[src/rtl/frame_packer_pkg.sv]
// Shared definitions for the frame packer and the host-link receiver model:
// FSM state encodings and the default header word.
package frame_packer_pkg;

    localparam logic [1:0] ST_IDLE = 2'd0;
    localparam logic [1:0] ST_HDR  = 2'd1;
    localparam logic [1:0] ST_DATA = 2'd2;
    localparam logic [1:0] ST_SUM  = 2'd3;

    localparam logic [7:0] SYNC_DEFAULT = 8'hA5;

endpackage

[src/rtl/frame_checksum.sv]
// Running modulo-2^WIDTH checksum of a frame's data words; exposes the negated
// total including the word currently being added, ready to be sent as trailer.
module frame_checksum #(
    parameter int WIDTH = 8
) (
    input  logic             clk,
    input  logic             rst,
    input  logic             clr,
    input  logic             add,
    input  logic [WIDTH-1:0] word,
    output logic [WIDTH-1:0] neg_next
);

    logic [WIDTH-1:0] sum_q;

    always_ff @(posedge clk or posedge rst) begin
        if (rst) begin
            sum_q <= '0;
        end else if (clr) begin
            sum_q <= '0;
        end else if (add) begin
            sum_q <= sum_q + word;
        end
    end

    // Trailer is computed on the last data beat, so fold that word in here.
    assign neg_next = WIDTH'(0) - (sum_q + word);

endmodule

[src/rtl/frame_packer.sv]
// Snapshots a LENGTH-word parallel window on i_start and streams it as
// SYNC header, data words (highest index first), two's-complement checksum.
module frame_packer
    import frame_packer_pkg::*;
#(
    parameter int         WIDTH  = 8,
    parameter int         LENGTH = 4,
    parameter logic [7:0] SYNC   = SYNC_DEFAULT
) (
    input  logic                    i_clk,
    input  logic                    i_rst,
    input  logic [WIDTH*LENGTH-1:0] i_par,
    input  logic                    i_start,
    input  logic                    i_ready,
    output logic [WIDTH-1:0]        o_data,
    output logic                    o_valid,
    output logic                    o_busy,
    output logic                    o_done,
    output logic                    o_drop
);

    localparam int               IDX_W    = (LENGTH > 1) ? $clog2(LENGTH) : 1;
    localparam logic [IDX_W-1:0] IDX_LAST = IDX_W'(LENGTH - 1);
    localparam logic [WIDTH-1:0] SYNC_W   = WIDTH'(SYNC);

    logic [1:0]       state;
    logic [IDX_W-1:0] idx;
    logic [IDX_W-1:0] idx_dec;
    logic [WIDTH-1:0] snap [LENGTH];
    logic             beat;
    logic             take_start;
    logic             add_word;
    logic [WIDTH-1:0] sum_neg_next;

    assign beat       = o_valid & i_ready;
    // A start is only honoured when the packer is idle or is finishing a frame.
    assign take_start = i_start & ((state == ST_IDLE) | ((state == ST_SUM) & beat));
    assign add_word   = beat & (state == ST_DATA);
    assign idx_dec    = idx - 1'b1;
    assign o_busy     = (state != ST_IDLE);

    frame_checksum #(
        .WIDTH (WIDTH)
    ) u_checksum (
        .clk      (i_clk),
        .rst      (i_rst),
        .clr      (take_start),
        .add      (add_word),
        .word     (o_data),
        .neg_next (sum_neg_next)
    );

    always_ff @(posedge i_clk or posedge i_rst) begin
        if (i_rst) begin
            state   <= ST_IDLE;
            idx     <= '0;
            o_data  <= '0;
            o_valid <= 1'b0;
            o_done  <= 1'b0;
            o_drop  <= 1'b0;
            for (int k = 0; k < LENGTH; k++) begin
                snap[k] <= '0;
            end
        end else begin
            o_done <= (state == ST_SUM) & beat;
            o_drop <= i_start & ~take_start;

            if (take_start) begin
                for (int k = 0; k < LENGTH; k++) begin
                    snap[k] <= i_par[k*WIDTH +: WIDTH];
                end
            end

            case (state)
                ST_IDLE: begin
                    if (take_start) begin
                        state   <= ST_HDR;
                        o_valid <= 1'b1;
                        o_data  <= SYNC_W;
                    end
                end
                ST_HDR: begin
                    if (beat) begin
                        state  <= ST_DATA;
                        idx    <= IDX_LAST;
                        o_data <= snap[IDX_LAST];
                    end
                end
                ST_DATA: begin
                    if (beat) begin
                        if (idx == '0) begin
                            state  <= ST_SUM;
                            o_data <= sum_neg_next;
                        end else begin
                            idx    <= idx_dec;
                            o_data <= snap[idx_dec];
                        end
                    end
                end
                ST_SUM: begin
                    if (beat) begin
                        if (take_start) begin
                            state  <= ST_HDR;
                            o_data <= SYNC_W;
                        end else begin
                            state   <= ST_IDLE;
                            o_valid <= 1'b0;
                        end
                    end
                end
                default: begin
                    state   <= ST_IDLE;
                    o_valid <= 1'b0;
                end
            endcase
        end
    end

endmodule

[config.mk]
export PLATFORM = sky130hd
export DESIGN_NAME = frame_packer
export DESIGN_NICKNAME = d
export VERILOG_FILES = /design/src/rtl/frame_packer_pkg.sv /design/src/rtl/frame_checksum.sv /design/src/rtl/frame_packer.sv
export SDC_FILE = /design/constraint.sdc
export NUM_CORES = 1
export LEC_CHECK = 0
export BUFFER_PORTS_ARGS = -buffer_cell sky130_fd_sc_hd__buf_2
export CORE_UTILIZATION = 45
export DETAILED_ROUTE_END_ITERATION = 10
export GPL_TIMING_DRIVEN = 0
export PLACE_DENSITY = 0.69
export SLEW_MARGIN = 20
export SYNTH_ARGS = -nofsm -noshare
export SYNTH_HDL_FRONTEND = slang
export SYNTH_HIERARCHICAL = 1
export SYNTH_SLANG_ARGS = --single-unit
[constraint.sdc]
create_clock -name i_clk -period 5.67 [get_ports i_clk]
set_clock_uncertainty 0.1 [all_clocks]
set_input_delay 0.2835 -clock i_clk [delete_from_list [all_inputs] [get_ports i_clk]]
set_output_delay 0.2835 -clock i_clk [all_outputs]
set_load 0.02 [all_outputs]
==> results of run 1 <==
-- cell usage after synthesis (2+ instances only) --
cell type  number
inv_1          15
xnor2_1        10
mux2_2         30
and3_1          2
nand2b_1        3
nor2b_1         8
nor4_1          2
nand2_1        10
o21ai_0         2
a32o_1          4
nor3b_1         3
xor2_1          2
buf_6           5
mux2_1          3
a21boi_0        2
clkbuf_1        2
nand3_1         2
nor2_1         29
buf_2           4
mux2i_1        13
a22oi_1         4
ha_1           14
dfrtp_1        55
a211oi_1        3
a31oi_1         2
a21oi_1        11
mux4_2          6
o22ai_1         2
-- state kept, by name, indices dropped and copies added, names as in the netlist --
| register | flops |
|---|---|
| state | 2 |
| o_valid | 1 |
| idx | 2 |
| o_data | 8 |
| o_drop | 1 |
| o_done | 1 |
| snap | 32 |
| u_checksum/sum_q | 8 |
-- kinds of logic (layout without fill, tap and decap cells) --
group | after synthesis | in the layout
flip-flops | 55 | 55
adder cells (fa/ha/maj) | 15 | 15
AND/OR/NAND/NOR | 67 | 67
XOR/XNOR | 12 | 12
multiplexers | 52 | 52
AO/OA/AOI/OAI | 46 | 46
buffers and inverters | 27 | 84
-- power groups by stage --
stage          logic, mW  clock network, mW  registers [mW]
6_report            1.35              0.266           0.708
2_1_floorplan       1.03                  0           0.715
3_3_place_gp        1.30                  0           0.705
5_1_grt             1.49              0.289           0.736
3_5_place_dp        1.34                  0           0.718
4_1_cts             1.35              0.274           0.709
-- per-layer routing --
layer  part of all wire, %  vias to the layer above  wire, um  global-route usage, %
li1                      -                     1095         -                      -
met1                    47                     1080      3021                  26.01
met2                    48                       56      3054                  31.89
met3                   4.0                       10       254                  2.599
met4                   1.5                        0        97                  4.848
met5                     0                        -         0                      0
-- worst min path at each step --
| stage | depth (start not counted) | to | slack (ns) |
|---|---|---|---|
| after global routing | 2 | snap[18] | 0.08 |
| after CTS | 2 | snap[18] | 0.08 |
| after detailed placement | 2 | u_checksum/sum_q[0] | 0.16 |
| after global placement | 2 | u_checksum/sum_q[0] | 0.15 |
| after floorplan | 1 | u_checksum/sum_q[0] | -0.0008 |
| final | 2 | snap[18] | 0.09 |
-- final cells by class --
class | count | area share, %
Clock inverter | 3 | 1.262
Clock buffer | 5 | 1.876
Sequential cell | 55 | 37.53
Buffer | 12 | 2.388
Timing Repair Buffer | 49 | 7.233
Tap cell | 96 | 3.275
Inverter | 15 | 1.535
Multi-Input combinational cell | 192 | 44.90
-- worst max-delay path, cell delays in order, from the launching register on --
cell and delay (ns):
dfrtp_1 0.39, ha_1 0.20, inv_1 0.07, fa_1 0.40, nor2b_1 0.25, o21ai_2 0.13, xnor2_1 0.18, nor4_1 0.33
xnor2_1 0.13, a32o_1 0.29, a22oi_1 0.16, a21oi_1 0.09
==> flow_summary.toml, run 1 <==
[power_and_ir_drop]
ir_drop_mv = 0.2909
power_density_nw_per_um2 = 632.7
comb_power_share_pct = 58.0
power.total_mw = 2.320
power_frac_clock_pct = 11.5
switching_share_pct = 41.93
p_int_mw = 1.347
leakagePower_nw = 1.675
p_switching_mw = 0.9730
seq_power_share_pct = 30.5

[clocking]
clock_latency_ns = 0.30
cts_tree = "yes"
cts.sinks = 55
cts.hold.buffers_added = 1
numCtsBuffers = 5
clockBufferDepth = 2
cts_resized = 0
post_cts_buffers = 0
clkTransAtPathRegs_ns = 0.10
cts_root_buf = "clkbuf_8"
htreeDepth = 2

[routing]
vias = 2241
firstDrtPassIters = 4
viasPerCell = 5.248
routed_wl_um = 6427
drt_iter0_markers = 98
ant_nets = 0
drc = 0
avgRoutedWirePerCell_um = 15.05

[synthesis]
synth-seq-cells = 55
synth_fa_ha_area_share_pct = 6.164
synth-xor-area-share_pct = 3.319
muxShareOfSynthArea_pct = 20.11
ys.flop_type = "dfrtp_1"
yosys.area_share.simple_pct = 10.51
syn_area_um2 = 3167
synthArstFlopShare_pct = 100.0
synth_compound_area_share_pct = 11.89
yosysTopAreaCell = "dfrtp_1"
synthCells = 274
synth_edf_count = 0
synth_top_area_share_pct = 43.46
synthTopCellsByArea = "dfrtp_1 43%, mux2_2 11%, ha_1 5.5%"
synth.net_count = 325
avgSynthCellArea_um2 = 11.56
seq_area_frac_synth_pct = 43.46
yosysUniqueCellTypes = 54
synth_top_family_by_area = "multiplexers"
yosysWarnings = 6

[sta]
setup_viol = 0
fmax_ghz = 0.3514
period_share_pct = 50.18
setup_tns_ns = 0
drv_slew = 0
setup_ws_ns = 2.825
period_minus_slack_ns = 2.845
holdWs_ns = 0.09410
rsz0062_at_grt = "false"
hold_viol = 0
slew_headroom_pct = 63.73
worst_slew_pin_slew_ns = 0.5440

[die]
design.die.area_um2 = 7377
io_pins = 48
die_w_um = 85.89
die_h_um = 85.89
core-area_um2 = 6794
row_count = 30
start_util_pct = 46.61

[global_route]
grt-ovfl-total = 0
grt_use_total_pct = 18.97
grt_pass1_wl_um = 11080
antenna_found_initial = 0
grt_max_degree = 35
grt_pass1_vias = 2289

[finish]
fin_cells = 427
multi_input_area_um2 = 1647
design_area_um2 = 3667
drive_gt1_share_pct = 34.14
final_common_cell = "dfrtp_1"
final_util_pct = 53.98
final-seq-area_um2 = 1376
synthToLayoutAreaGrowth_pct = 15.80
diodes = 0
nets = 381
fillerInstances = 626
final_cell_mix = "55 x dfrtp_1, 51 x buf_2, 30 x mux2_2"

[setup_path]
end_kind = "register"
worst_r2r_path_depth = 11
cp-start-kind = "register"
r2r_end = "o_data[6]"
critical_path_class = "reg2reg"
worst-endpoint-arrival_ns = 2.94
critPathRequiredTime_ns = 5.76
r2r-start = "o_data[0]"
r2r_slack_ns = 2.82
critPathLaunch = "o_data[0]"
crit_fanout = 3
endpoint = "o_data[6]"

[hold_path]
min_path_type = "in2reg"
hold_start = "i_par[10]"

[placed_design]
placed_cells = 418
post-dp-hpwl_um = 5045
portBuffers = 47
pre_cts_ws_ns = 2.863
placed_cell_area_um2 = 3542
gp_congestion = 0.7832

[run]
drv_cap = 0

[outcome]
outcome = "finished, final reports clean"
No activity file was read; power rests on OpenSTA's default activity.
==> inputs of run 2 (changes only) <==
PLACE_DENSITY = 0.72   (was 0.69)
clock period = 2.41 ns   (was 5.67 ns; I/O delays follow)
==> flow_summary.toml, run 2 (synthesis gave the netlist of run 1 again) <==
[setup_path]
worst-endpoint-arrival_ns = 2.65
r2r-start = "o_data[3]"
worst_r2r_path_depth = 11
critical_path_class = "reg2reg"
cp-start-kind = "register"
r2r_end = "o_data[5]"
crit_fanout = 3
end_kind = "register"
critPathRequiredTime_ns = 2.54
r2r_slack_ns = -0.11

[finish]
synthToLayoutAreaGrowth_pct = 35.80
final_util_pct = 63.30
diodes = 0
nets = 419
fillerInstances = 530
reg_top3 = "snap x32, o_data x8, u_checksum/sum_q x8"
largest_register_ffs = 32
design_area_um2 = 4300
final_cell_mix = "53 x dfrtp_1, 50 x buf_2, 33 x dlygate4sd3_1"
final_common_cell = "dfrtp_1"
drive_gt1_share_pct = 40.65
regMostFlops = "snap"

[placed_design]
placed_cell_area_um2 = 3598
portBuffers = 47
post-dp-hpwl_um = 4974
gp_congestion = 0.7797

[sta]
holdWs_ns = 0.05450
period_share_pct = 104.5
setup_viol = 4
hold_viol = 0
slew_headroom_pct = 69.39
drv_slew = 0
setup_ws_ns = -0.1085
fmax_ghz = 0.3971
rsz0062_at_grt = "true"
worst_slew_pin_slew_ns = 0.4592
period_minus_slack_ns = 2.518

[outcome]
violations = "negative setup slack"
outcome = "complete, but fails checks"

[global_route]
grt_use_total_pct = 20.71
antenna_found_initial = 0
grt-ovfl-total = 0
grt_max_degree = 36
grt_pass1_vias = 2502
grt_pass1_wl_um = 11970

[routing]
drc = 0
ant_nets = 0
drt_iter0_markers = 133
viasPerCell = 5.262
routed_wl_um = 7291
firstDrtPassIters = 4
avgRoutedWirePerCell_um = 15.68
vias = 2447

[hold_path]
hold_start = "i_start"
hold_depth = 2
min_to = "o_drop"
min_path_type = "in2reg"

[clocking]
clock_latency_ns = 0.31
cts_root_buf = "clkbuf_8"
htreeDepth = 2
cts.sinks = 55
clkTransAtPathRegs_ns = 0.10
clockBufferDepth = 2
numCtsBuffers = 5
cts_tree = "yes"

[die]
die_h_um = 85.89
row_count = 30
design.die.area_um2 = 7377
die_w_um = 85.89
io_pins = 48
core-area_um2 = 6794
start_util_pct = 46.61

[power_and_ir_drop]
power_density_nw_per_um2 = 1497
ir_drop_mv = 0.6434
leakagePower_nw = 1.899

[run]
drv_cap = 0
==> run 2: cell count changes in the layout (fill, tap and decap cells not counted), moves of 3 or more <==
cell           before  now
xnor2_1            10    6
a22oi_2             0    3
xnor2_2             0    3
a22oi_1             4    1
nor2_1             29   26
ha_1               14    8
buf_4               0    7
ha_4                0    4
dlygate4sd3_1       1   33
==> run 2: layer usage <==
| metal | part of all wire [%] | track usage [%] | up-vias |
|---|---|---|---|
| met4 | 1.1 | 5.909 | 0 |
| met3 | 2.9 | 2.887 | 8 |
| met1 | 45 | 26.76 | 1207 |
| met5 | 0 | 0 | - |
| met2 | 51 | 36.36 | 62 |
| li1 | - | - | 1170 |
==> run 2: worst max path at each step <==
| stage | start | end | slack [ns] | cells past startpoint |
|---|---|---|---|---|
| after CTS | o_data[3] | o_data[5] | -0.12 | 11 |
| after global placement | o_data[4] | o_data[6] | -0.12 | 9 |
| after global routing | u_checksum/sum_q[0] | o_data[7] | -0.22 | 11 |
| final | o_data[3] | o_data[5] | -0.11 | 11 |
| after floorplan | o_data[0] | o_data[6] | 0.002 | 10 |
| after detailed placement | u_checksum/sum_q[0] | o_data[5] | -0.18 | 12 |
==> run 2: repair_timing <==
| item | 4_1_cts | 5_1_grt |
|---|---|---|
| buffers inserted | 7 | 0 |
| resized for setup | 14 | 22 |
| hold endpoints to repair | 87 | 0 |
| hold buffers | 33 | 0 |
| pin swaps | 18 | 9 |
| setup endpoints to repair | 5 | 14 |
==> run 2: layout make-up <==
class,instances,area (um^2),area share [%]
tap,96,120.1,2.793
inverter,15,56.30,1.309
buffer,11,86.33,2.008
clock inverter,3,46.29,1.077
sequential,55,1379,32.06
clock buffer,5,68.82,1.600
multi-input combinational,192,1902,44.22
timing repair buffer,88,641.9,14.93
==> run 2: through the flow <==
stage	instances	setup slack (ns)	setup TNS (ns)	power, mW
global route	465	-0.2250	-0.7319	6.868
global placement	417	-0.1177	-0.3786	4.869
finish	465	-0.1085	-0.3164	6.437
floorplan	274	0.002211	0	4.246
CTS	466	-0.1152	-0.3594	6.031
detailed placement	418	-0.1777	-0.5456	4.968
==> run 2: worst max-delay path, stage by stage, from the launching register on <==
cell and delay (ns):
dfrtp_1 0.43, ha_2 0.36, or2_2 0.35, o21ai_4 0.10, buf_4 0.16, mux2i_4 0.26, nor2_1 0.08, xnor2_1 0.18
nor2b_1 0.07, a21oi_1 0.12, nand3_1 0.09, a31oi_1 0.16
==> run 2: where the power goes <==
| part | internal, mW | total, mW | switching [mW] |
|---|---|---|---|
| registers | 1.37 | 1.69 | 0.323 |
| logic | 2.01 | 4.12 | 2.11 |
| clock network | 0.313 | 0.623 | 0.309 |
| total | 3.69 | 6.44 | 2.75 |
==> inputs of run 3 (changes only) <==
ABC_AREA = 1   (was default)
==> flow_summary.toml, run 3 <==
[power_and_ir_drop]
p_int_mw = 1.383
switching_share_pct = 24.10
leakagePower_nw = 2.319
comb_power_share_pct = 13.1
power_frac_clock_pct = 33.2
ir_drop_mv = 0.2674
power.total_mw = 1.822
p_switching_mw = 0.4392
power_density_nw_per_um2 = 426.9
seq_power_share_pct = 53.6

[global_route]
antenna_found_initial = 0
grt-ovfl-total = 0
grt_pass1_vias = 3082
grt_use_total_pct = 23.04
grt_pass1_wl_um = 14010
grt_max_degree = 33

[setup_path]
slowest_stage = "fa_2"
critical_path_class = "reg2reg"
crit_fanout = 3
crit_path_frequent_cell = "nand2_1"
worst-endpoint-arrival_ns = 2.42
r2r_slack_ns = 0.10
cp_cell_sequence = "ha_2, inv_1, fa_2, ha_2, nand3_4, nor2_4, nand2_1, nand2_1, nand2_1, nand2_1, o21ai_0, inv_1, nand2_1, nand2_1, nand2_1"
crit_path_max_incr_delay_ns = 0.56
cp-start-kind = "register"
end_kind = "register"
critPathRequiredTime_ns = 2.52

[synthesis]
synth.net_count = 508
synth_edf_count = 0
synthTopCellsByCount = "167 x nand2_1, 66 x inv_1, 55 x dfrtp_1"
synth_top_area_share_pct = 40.85
yosysTopAreaCell = "dfrtp_1"
synth-seq-cells = 55
seq_area_frac_synth_pct = 40.85
ys.flop_type = "dfrtp_1"
syn_area_um2 = 3369
yosysUniqueCellTypes = 34
yosysWarnings = 6
synthCells = 457
yosysMostFrequentCell = "nand2_1"
avgSynthCellArea_um2 = 7.373
synthArstFlopShare_pct = 100.0
synthTopCellsByArea = "dfrtp_1 41%, nand2_1 19%, inv_1 7.4%"

[clocking]
htreeDepth = 2
clkTransAtPathRegs_ns = 0.10
clock_latency_ns = 0.31
clockBufferDepth = 2
cts_tree = "yes"
cts_root_buf = "clkbuf_8"
cts.sinks = 55
numCtsBuffers = 5

[sta]
holdWs_ns = 0.2256
slew_headroom_pct = 70.25
drv_slew = 0
setup_ws_ns = 0.1038
setup_tns_ns = 0
rsz0062_at_grt = "true"
worst_slew_pin_slew_ns = 0.4446
hold_viol = 0
period_share_pct = 95.69
period_minus_slack_ns = 2.306
setup_viol = 0
fmax_ghz = 0.4336

[die]
start_util_pct = 46.46
core-area_um2 = 7253
die_h_um = 88.53
die_w_um = 88.53
row_count = 31
io_pins = 48
design.die.area_um2 = 7838

[finish]
diodes = 0
final_cell_mix = "165 x nand2_1, 64 x inv_1, 55 x dfrtp_1"
reg_top3 = "snap x32, o_data x8, u_checksum/sum_q x8"
regMostFlops = "snap"
fin_cells = 650
drive_gt1_share_pct = 19.60
final_util_pct = 58.84
largest_register_ffs = 32
nets = 602
synthToLayoutAreaGrowth_pct = 26.66
final_common_cell = "nand2_1"
design_area_um2 = 4268
fillerInstances = 656

[routing]
drc = 0
drt_iter0_markers = 139
viasPerCell = 4.898
ant_nets = 0
firstDrtPassIters = 4
vias = 3184
routed_wl_um = 8075
avgRoutedWirePerCell_um = 12.42

[hold_path]
min_path_type = "in2async"

[run]
drv_cap = 0

[placed_design]
placed_cells = 604
pre_cts_ws_ns = -0.01015
gp_congestion = 0.8655
post-dp-hpwl_um = 5801
placed_cell_area_um2 = 3749
portBuffers = 47

[outcome]
outcome = "finished, final reports clean"
[run 3: changes by cell type in the layout (fill, tap and decap cells not counted), moves of 6 or more]
cell,delta
mux4_2,-6
nor2_1,-9
inv_1,+51
nand3_1,+25
mux2_2,-30
mux2i_1,-12
nor2b_1,-7
o22ai_1,+6
o21ai_0,+36
nand2_1,+155
o21ai_2,+7
[run 3: power groups by stage]
stage	Sequential [mW]	Clock [mW]	Combinational, mW
after floorplan	0.993	0	0.121
after global placement	0.994	0	0.178
after detailed placement	0.995	0	0.188
after CTS	0.977	0.618	0.232
after global routing	0.981	0.649	0.270
final	0.977	0.605	0.240
[run 3: cells by family after synthesis]
| logic type | after synthesis | synth area share [%] |
|---|---|---|
| flip-flops | 55 | 40.85 |
| AND/OR/NAND/NOR | 232 | 30.04 |
| buffers and inverters | 84 | 10.84 |
| XOR/XNOR | 5 | 1.300 |
| adder cells (fa/ha/maj) | 15 | 5.793 |
| AO/OA/AOI/OAI | 66 | 11.18 |
[run 3: timing repair]
action / CTS / global route
hold buffers: 35 / 0
pin swaps: 0 / 2
setup endpoints to repair: 2 / 11
setup buffers: 1 / 4
resized for setup: 0 / 10
endpoints found under the hold margin: 57 / 0
[run 3: routing by layer]
| metal | GRT usage, % | vias up | share of wire, % |
|---|---|---|---|
| met5 | 0 | - | 0 |
| met4 | 5.865 | 0 | 1.2 |
| met3 | 3.078 | 10 | 3.3 |
| met2 | 41.47 | 75 | 51 |
| met1 | 29.17 | 1483 | 45 |
| li1 | - | 1616 | - |
[run 3: layout make-up]
| class | count | area (um^2) | share of cell area [%] |
|---|---|---|---|
| repair buffers | 88 | 643.1 | 15.07 |
| well taps | 99 | 123.9 | 2.902 |
| multi-input cells | 318 | 1660 | 38.90 |
| flip-flops and latches | 55 | 1376 | 32.25 |
| clock inverters | 1 | 30.03 | 0.7036 |
| inverters | 73 | 276.5 | 6.479 |
| plain buffers | 10 | 85.08 | 1.994 |
| clock buffers | 6 | 72.57 | 1.700 |
[run 3: worst max-delay path, delay by kind of cell, from the launching register on]
| family | cells | cell delay, ns |
|---|---|---|
| buffers and inverters | 2 | 0.11 |
| DFF | 1 | 0.37 |
| and+or+nand+nor | 9 | 0.56 |
| AOI/OAI and AO/OA | 1 | 0.09 |
| adders and majority gates | 3 | 0.98 |
[run 3: worst paths after layout]
check                      cells past startpoint             endpoint  startpoint
max in group asynchronous                      4             snap[12]       i_rst
hold reg to reg                                2             snap[28]    snap[28]
hold / removal                                 3  u_checksum/sum_q[4]       i_rst
setup / recovery                              15            o_data[6]   o_data[0]
setup reg to reg                              15            o_data[6]   o_data[0]
min in group i_clk                             2             snap[28]    snap[28]
